--- src/rtl/apb_mem_slave_pkg.sv ---
// Shared APB definitions: bus widths common with the bridge and the slave state encoding.
package apb_mem_slave_pkg;

    localparam int ADDR_W = 5;
    localparam int DATA_W = 32;

    localparam logic [1:0] S_IDLE = 2'd0;
    localparam logic [1:0] S_WAIT = 2'd1;
    localparam logic [1:0] S_DONE = 2'd2;

    typedef enum logic [1:0] {
        ST_IDLE = S_IDLE,
        ST_WAIT = S_WAIT,
        ST_DONE = S_DONE
    } state_e;

endpackage

--- src/rtl/apb_mem_slave_if.sv ---
// APB slave-side bus bundle: the bridge drives the master modport, each slave takes the slave modport.
interface apb_mem_slave_if;
    import apb_mem_slave_pkg::*;

    logic              psel;
    logic              penable;
    logic              pwrite;
    logic [ADDR_W-1:0] paddr;
    logic [DATA_W-1:0] pwdata;
    logic              pready;
    logic [DATA_W-1:0] prdata;
    logic              pslverr;

    modport master (
        output psel, penable, pwrite, paddr, pwdata,
        input  pready, prdata, pslverr
    );

    modport slave (
        input  psel, penable, pwrite, paddr, pwdata,
        output pready, prdata, pslverr
    );

endinterface

--- src/rtl/apb_mem_slave_wait_counter.sv ---
// Loadable down-counter that paces the access-phase wait states; loads WAIT_CYCLES-1.
module apb_wait_counter #(
    parameter int WAIT_CYCLES = 1
) (
    input  logic clk,
    input  logic rst,
    input  logic i_load,
    input  logic i_en,
    output logic o_zero
);

    localparam int CNT_W = (WAIT_CYCLES > 1) ? $clog2(WAIT_CYCLES) : 1;
    localparam logic [CNT_W-1:0] LOAD_VAL = CNT_W'((WAIT_CYCLES > 0) ? WAIT_CYCLES - 1 : 0);

    logic [CNT_W-1:0] r_cnt;

    // NOTE: sequential state uses non-blocking assignments so every flop samples pre-edge values.
    always_ff @(posedge clk or posedge rst) begin
        if (rst) begin
            r_cnt <= '0;
        end else if (i_load) begin
            r_cnt <= LOAD_VAL;
        end else if (i_en && (r_cnt != '0)) begin
            r_cnt <= r_cnt - 1'b1;
        end
    end

    assign o_zero = (r_cnt == '0);

endmodule

--- src/rtl/apb_mem_slave.sv ---
// APB register-memory slave with programmable wait states and out-of-range error response.
module apb_mem_slave
    import apb_mem_slave_pkg::*;
#(
    parameter int WAIT_CYCLES = 1,
    parameter int DEPTH       = 24
) (
    input  logic                 pclk,
    input  logic                 Reset,
    apb_mem_slave_if.slave       bus
);

    localparam logic [ADDR_W:0] DEPTH_L = (ADDR_W + 1)'(DEPTH);

    state_e              r_state, w_next;
    logic [ADDR_W-1:0]   r_addr, w_addr;
    logic [DATA_W-1:0]   r_wdata;
    logic                r_write, w_write;
    logic                r_err, w_err;
    logic                r_pready, r_pslverr;
    logic [DATA_W-1:0]   r_prdata;
    logic [DATA_W-1:0]   r_mem [DEPTH];
    logic                w_setup, w_cnt_load, w_cnt_en, w_cnt_zero, w_commit;

    apb_wait_counter #(.WAIT_CYCLES(WAIT_CYCLES)) u_wait_counter (
        .clk    (pclk),
        .rst    (Reset),
        .i_load (w_cnt_load),
        .i_en   (w_cnt_en),
        .o_zero (w_cnt_zero)
    );

    assign w_setup = bus.psel && !bus.penable;

    // With zero wait states DONE is entered straight from IDLE, so use the live bus there.
    assign w_addr   = (r_state == ST_IDLE) ? bus.paddr : r_addr;
    assign w_write  = (r_state == ST_IDLE) ? bus.pwrite : r_write;
    assign w_err    = (r_state == ST_IDLE) ? ({1'b0, bus.paddr} >= DEPTH_L) : r_err;
    assign w_commit = (r_state == ST_DONE) && r_write && !r_err && bus.psel && bus.penable;

    // NOTE: every always_comb output gets a default first so no path infers a latch.
    always_comb begin
        w_next     = r_state;
        w_cnt_load = 1'b0;
        w_cnt_en   = 1'b0;
        case (r_state)
            ST_IDLE: begin
                if (w_setup) begin
                    w_cnt_load = (WAIT_CYCLES != 0);
                    w_next     = (WAIT_CYCLES == 0) ? ST_DONE : ST_WAIT;
                end
            end
            ST_WAIT: begin
                if (!bus.psel) begin
                    w_next = ST_IDLE;
                end else if (w_cnt_zero) begin
                    w_next = ST_DONE;
                end else begin
                    w_cnt_en = 1'b1;
                end
            end
            ST_DONE: w_next = ST_IDLE;
            default: w_next = ST_IDLE;
        endcase
    end

    always_ff @(posedge pclk or posedge Reset) begin
        if (Reset) begin
            r_state   <= ST_IDLE;
            r_addr    <= '0;
            r_wdata   <= '0;
            r_write   <= 1'b0;
            r_err     <= 1'b0;
            r_pready  <= 1'b0;
            r_pslverr <= 1'b0;
            r_prdata  <= '0;
        end else begin
            r_state <= w_next;
            if ((r_state == ST_IDLE) && w_setup) begin
                r_addr  <= bus.paddr;
                r_wdata <= bus.pwdata;
                r_write <= bus.pwrite;
                r_err   <= ({1'b0, bus.paddr} >= DEPTH_L);
            end
            if (w_next == ST_DONE) begin
                r_pready  <= 1'b1;
                r_pslverr <= w_err;
                r_prdata  <= (!w_write && !w_err) ? r_mem[w_addr] : '0;
            end else begin
                r_pready  <= 1'b0;
                r_pslverr <= 1'b0;
                r_prdata  <= '0;
            end
        end
    end

    // NOTE: the memory is cleared by reset, so it needs a per-word reset loop rather than a RAM macro.
    always_ff @(posedge pclk or posedge Reset) begin
        if (Reset) begin
            for (int i = 0; i < DEPTH; i++) begin
                r_mem[i] <= '0;
            end
        end else if (w_commit) begin
            r_mem[r_addr] <= r_wdata;
        end
    end

    assign bus.pready  = r_pready;
    assign bus.prdata  = r_prdata;
    assign bus.pslverr = r_pslverr;

endmodule
--- src/flat_wrapper.sv ---
// flat-port wrapper written by rule: the top's interface ports become plain ports
module apb_mem_slave_flat import apb_mem_slave_pkg::*;
#(
    parameter int WAIT_CYCLES = 1,
    parameter int DEPTH       = 24
)
  (pclk, Reset, bus_psel, bus_penable, bus_pwrite, bus_paddr, bus_pwdata, bus_pready, bus_prdata, bus_pslverr);
  apb_mem_slave_if bus_i ();
  input  logic pclk;
  input  logic Reset;
  input wire logic [$bits(bus_i.psel)-1:0] bus_psel;
  input wire logic [$bits(bus_i.penable)-1:0] bus_penable;
  input wire logic [$bits(bus_i.pwrite)-1:0] bus_pwrite;
  input wire logic [$bits(bus_i.paddr)-1:0] bus_paddr;
  input wire logic [$bits(bus_i.pwdata)-1:0] bus_pwdata;
  output wire logic [$bits(bus_i.pready)-1:0] bus_pready;
  output wire logic [$bits(bus_i.prdata)-1:0] bus_prdata;
  output wire logic [$bits(bus_i.pslverr)-1:0] bus_pslverr;
  assign bus_i.psel = bus_psel;
  assign bus_i.penable = bus_penable;
  assign bus_i.pwrite = bus_pwrite;
  assign bus_i.paddr = bus_paddr;
  assign bus_i.pwdata = bus_pwdata;
  assign bus_pready = bus_i.pready;
  assign bus_prdata = bus_i.prdata;
  assign bus_pslverr = bus_i.pslverr;
  apb_mem_slave #(.WAIT_CYCLES(WAIT_CYCLES), .DEPTH(DEPTH)) u_core (.pclk(pclk), .Reset(Reset), .bus(bus_i));
endmodule
--- config.mk ---
export PLATFORM = sky130hd
export DESIGN_NAME = apb_mem_slave_flat
export DESIGN_NICKNAME = d
export VERILOG_FILES = /design/src/rtl/apb_mem_slave_pkg.sv /design/src/rtl/apb_mem_slave_if.sv /design/src/rtl/apb_mem_slave_wait_counter.sv /design/src/rtl/apb_mem_slave.sv /design/src/flat_wrapper.sv
export SDC_FILE = /design/constraint.sdc
export NUM_CORES = 2
export LEC_CHECK = 0
export ABC_AREA = 0
export CAP_MARGIN = 20
export CELL_PAD_IN_SITES_DETAIL_PLACEMENT = 2
export CELL_PAD_IN_SITES_GLOBAL_PLACEMENT = 2
export CORE_ASPECT_RATIO = 1.75
export CORE_MARGIN = 4
export CORE_UTILIZATION = 43
export DETAILED_ROUTE_END_ITERATION = 10
export PLACE_DENSITY = 0.78
export SLEW_MARGIN = 0
export SYNTH_ARGS = -nofsm -noshare
export SYNTH_HDL_FRONTEND = slang
export SYNTH_HIERARCHICAL = 1
export SYNTH_SLANG_ARGS = --single-unit
--- constraint.sdc ---
create_clock -name pclk -period 37.3 [get_ports pclk]
set_clock_uncertainty 0.05 [all_clocks]
set_input_delay 11.19 -clock pclk [delete_from_list [all_inputs] [get_ports pclk]]
set_output_delay 11.19 -clock pclk [all_outputs]
set_load 0.05 [all_outputs]
# After elaboration in Yosys (flattened, before gate mapping)

Cells that the tools add are included.

Reductions and logical operators: 15
Order comparisons: 4
Multipliers: 0
Divide/modulo/power cells: 0
Bitwise logic cells: 2
Equality and inequality tests: 3
Shift-type cells: 0
Add/subtract/negate cells: 1
Muxes and demuxes: 24

Operators with widths:

| kind                                                                  | number |
|---|---|
| 768-bit bitwise mux                                                   | 1 |
| 32-bit binary-select mux with 5-bit select                            | 1 |
| 32-bit demux with 5-bit select                                        | 1 |
| 32-bit two-way mux                                                    | 5 |
| 6-bit >= comparator, second input constant                            | 2 |
| 5-bit NOT with 6-bit output                                           | 2 |
| 1-bit two-way mux                                                     | 11 |
| 1-bit logical AND                                                     | 9 |
| 6-bit by 1-bit < comparator with 1-bit output, second input constant  | 1 |
| 2-bit two-way mux                                                     | 3 |
| 5-bit >= comparator, second input constant                            | 1 |
| 5-bit two-way mux                                                     | 1 |
| 2-bit equality test, second input constant                            | 2 |
| 1-bit zero test                                                       | 4 |
| 2-bit case mux with 2 select lines                                    | 1 |
| 2-bit by 1-bit equality test with 1-bit output, second input constant | 1 |
| 2-bit zero test                                                       | 1 |
| 2-bit nonzero test                                                    | 1 |
| 1-bit subtractor, second input constant                               | 1 |

Output and inout port bits: 34
ROM bits: 0
Memories kept: 0
Input port bits: 42
Word-level logic and storage cells: 82
Memory bits (writable): 0
Latch bits: 0
Flip-flop bits (word level): 844

# Depth between registers and ports, before layout

Depth in word-level cells: 8
Gate-level depth with buffers: 11
Depth with buffers taken out: 7

# Cells and area by module

The synthesis kept the hierarchy.

Modules (own cells, without submodules):

| module           | sequential area each (um^2) | area each (um^2) | cells each | times used |
|---|---|---|---|---|
| apb_mem_slave    | 21095.2                     | 37728.7          | 3196       | 1 |
| apb_wait_counter | 25.0                        | 45.0             | 4          | 1 |

# Least setup slack after synthesis

Ideal clock, no wire load.

Path kind: in2reg
Start point: input port bus_paddr[0]
End point: register u_core.r_prdata[24], in the netlist u_core/bus.prdata[24]
Path buffers: 3
Arrival time: 12.663 ns
Slack: 24.466 ns
Stages on the path: 8
Data required time: 37.130 ns
Path through: or3b_1 -> and2_1 -> clkbuf_2 -> buf_2 -> buf_6 -> o311ai_0 -> a21oi_1 -> o211a_1

Longest elaborated chain between the ends: 7
Elaborated cells on any way between the ends: 11
Those cells by class: order compare: 1; mux: 7; bitwise: 1; reduce/logical: 2

RTL lines:

| what                                                   | line                | RTL |
|---|---|---|
| start: declaration                                     | flat_wrapper.sv:14  | `input wire logic [$bits(bus_i.paddr)-1:0] bus_paddr;` |
| 5-bit two-way mux                                      | apb_mem_slave.sv:36 | `assign w_addr = (r_state == ST_IDLE) ? bus.paddr : r_addr;` |
| 5-bit NOT with 6-bit output (implied by the code)      | apb_mem_slave.sv:88 | `r_prdata <= (!w_write && !w_err) ? r_mem[w_addr] : '0;` |
| 32-bit binary-select mux with 5-bit select             | apb_mem_slave.sv:88 |  |
| 32-bit two-way mux (implied by the code) (2 in series) | apb_mem_slave.sv:88 |  |
| 32-bit two-way mux (*)                                 | apb_mem_slave.sv:88 |  |
| 32-bit two-way mux (*)                                 | apb_mem_slave.sv:85 | `if (w_next == ST_DONE) begin` |
| end signal: assignment                                 | apb_mem_slave.sv:88 |  |
| end: declaration                                       | apb_mem_slave.sv:21 | `logic [DATA_W-1:0] r_prdata;` |

Mark *: on every way between the ends. The rest lies on a longest branch, timed or not. The select of a mux whose other input is x is not followed.
A chain may end at the register's enable or synchronous reset.

# Final worst setup path

Start point: input port bus_paddr[0]
End point: register u_core.r_prdata[14], in the netlist u_core/bus.prdata[14]

The elaborated chain is that of the path after synthesis.

==> flow_metrics.tcl <==
set metrics [dict create \
    yosysWarnings 6 \
    synth-adder-area-share_pct 0 \
    fin_nets 3175 \
    crit_arrival_ns 16.79 \
    hold_slack_ns 0.4491 \
    route.detailed.vias_per_inst 6.075 \
    drt_iter0_markers 1716 \
    core_um2 86960 \
    ctsResizeCount 0 \
    initial_core_util_pct 43.44 \
    leakagePower_nw 19.45 \
    syn_to_final_growth_pct 11.93 \
    startpoint_type "primary input" \
    io_buffer_count 75 \
    critPathCapture "u_core/bus.prdata[14]$_DFF_PP0_" \
    synth-seq-cells 844 \
    dr_total_vias 26450 \
    synthTopCellsByArea "dfrtp_1 56%, mux2_2 23%, nand2_1 6.8%" \
    maxCapViolations 0 \
    period_share_pct 43.62 \
    slew_headroom_pct 6.692 \
    setup_tns_ns 0 \
    clkTransAtPathRegs_ns 0.06 \
    synth_nets 3242 \
    root_buffer "clkbuf_16" \
    final-max-slew-violation-count 0 \
    die-area_um2 92840 \
    rows 143 \
    gp_congestion 0.7601 \
    synth_top_area_share_pct 55.91 \
    hpwlAfterDp_mm 69.76 \
    cts_sinks 844 \
    cp-startpoint "bus_paddr[0]" \
    cts_buffers 82 \
    ant_nets 0 \
    antenna_found_initial 2 \
    io_pins 76 \
    synth-seq-area-share_pct 55.91 \
    max_slew.worst_pin.slew_ns 1.400 \
    overflow 0 \
    synth_compound_area_share_pct 4.644 \
    crit-reg2reg-capture "u_core/bus.prdata[14]$_DFF_PP0_" \
    max_freq_ghz 0.06146 \
    setup_viol 0 \
    dr.pass1.iters 5 \
    syn_area_um2 37770 \
    clock_latency_ns 0.68 \
    antenna_cells 0 \
    ir_drop_uv 49.11 \
    worstSetupPathType "primary input to flip-flop" \
    async_reset_ff_share_pct 100.0 \
    rsz0062_at_grt "false" \
    crit_required_ns 37.82 \
    synthSimpleGateAreaFrac_pct 10.60 \
    synth_common_cells "844 x dfrtp_1, 788 x mux2_2, 681 x nand2_1" \
    end_kind "flip-flop" \
    cts_hold_buf 0 \
    ys.flop_type "dfrtp_1" \
    cts.path.max_buffers 3 \
    netlist.top_cell.by_area "dfrtp_1" \
    grt_max_degree 220 \
    wl_mm 133.1 \
    ff2ff_path_depth 9 \
    n_fill_cell 8489 \
    status "finished clean" \
    die_w_um 232.1 \
    finalWorstPathRequiredPeriod_ns 16.27 \
    synth_xor_area_share_pct 0 \
    die_h_um 400.1 \
    r2r-start "u_core/r_state[1]$_DFF_PP0_" \
    muxShareOfSynthArea_pct 25.43 \
    htreeDepth 3 \
    hold_viol_final 0 \
    track_usage_pct 28.54 \
    cts_tree "done" \
    yosysMostFrequentCell "dfrtp_1" \
    grt_pass1_wl_mm 199.1 \
    wl_per_cell_um 30.58 \
    crit_fanout 131 \
    rrSetupSlack_ns 31.49 \
    drive_above_1_share_pct 32.06 \
    drc 0 \
    grt_pass1_vias 30410 \
    synth_top_family_by_area "multiplexers" \
    synth_cells 3200 \
    powerDensity_nw_per_um2 48.75 \
    synth_edf_count 0 \
    hold_path.class "flip-flop to flip-flop" \
    synth_cell_types 52 \
    syn_avg_cell_area_um2 11.80 \
    cts_setup_buffers 0 \
]
==> stage by stage <==
stage                     utilization [%]  worst slack, ns  instance area [µm²]  std cells  power, W
after global routing                48.62            20.69                42280       4354  0.002134
after global placement              45.25            20.67                39350       4204  0.001181
after floorplan                         -            2.375                37770       3200  0.001108
after detailed placement            45.25            20.43                39350       4204  0.001192
final                               48.62            21.03                42280       4354  0.002061
after CTS                           48.47            21.12                42150       4349  0.002076
==> state kept, by name (all words and copies together), names as in the netlist <==
register and cells:
u_core/r_err 1, u_core/r_state 2, u_core/u_wait_counter/r_cnt 1, u_core/r_write 1, u_core/bus.pready 1, u_core/r_mem 768
u_core/bus.prdata 32, u_core/bus.pslverr 1, u_core/r_addr 5, u_core/r_wdata 32
==> area by class of cell <==
type	count	area (µm²)	share of cell area, %
Multi-Input combinational cell	2070	15610	36.92
Inverter	7	33.78	0.07990
Timing Repair Buffer	128	1266	2.995
Clock buffer	117	2446	5.786
Sequential cell	844	21120	49.95
Clock inverter	28	352.8	0.8345
Tap cell	1160	1451	3.433
==> worst min path at each step <==
| stage | from | endpoint | slack (ns) | depth (start not counted) |
|---|---|---|---|---|
| floorplan | u_core/r_mem[71]$_DFFE_PP0P_ | u_core/r_mem[71]$_DFFE_PP0P_ | 0.41 | 1 |
| global placement | u_core/r_mem[85]$_DFFE_PP0P_ | u_core/r_mem[85]$_DFFE_PP0P_ | 0.42 | 1 |
| detailed placement | u_core/r_mem[87]$_DFFE_PP0P_ | u_core/r_mem[87]$_DFFE_PP0P_ | 0.43 | 1 |
| CTS | u_core/r_mem[87]$_DFFE_PP0P_ | u_core/r_mem[87]$_DFFE_PP0P_ | 0.45 | 1 |
| global route | u_core/r_mem[71]$_DFFE_PP0P_ | u_core/r_mem[71]$_DFFE_PP0P_ | 0.47 | 1 |
| finish | u_core/r_mem[110]$_DFFE_PP0P_ | u_core/r_mem[110]$_DFFE_PP0P_ | 0.45 | 1 |
==> layer usage <==
layer	vias up	global-route usage (%)	routed length, µm
met1	14590	35.27	53760
li1	11020	-	-
met4	0	10.28	4788
met5	-	0	0
met2	587	51.00	69640
met3	249	3.908	4938
==> report_power, final <==
| group | internal (W) | switching (W) |
|---|---|---|
| Sequential | 0.000937 | 0.0000651 |
| Clock | 0.000505 | 0.000375 |
| Combinational | 0.0000490 | 0.000129 |
==> critical path: stages <==
cell and delay [ns]:
clkdlybuf4s50_1 0.50, or3b_1 0.46, nand2_8 0.68, buf_4 0.95, buf_4 0.94, buf_4 0.93, nand2_1 0.17, a32oi_1 0.27
a31oi_1 0.18, a221oi_1 0.28
==> cells by family after synthesis <==
family | count (synthesis)
buffers and inverters | 286
and+or+nand+nor | 938
muxes | 855
AOI/OAI and AO/OA | 277
DFF | 844
==> placed cells by master, fill, tap and decap left out, types with 39 or more instances in the layout <==
cell type / synthesis / routed
dfrtp_1: 844 / 844
mux2_2: 788 / 788
nand2_1: 681 / 671
nand3_1: 144 / 144
a21oi_1: 134 / 133
clkbuf_16: 0 / 84
clkdlybuf4s50_1: 0 / 75
a31oi_1: 55 / 54
buf_4: 15 / 46
mux2i_1: 45 / 44
a32oi_1: 39 / 39
Note: power is estimated with default switching activity, not from simulation.
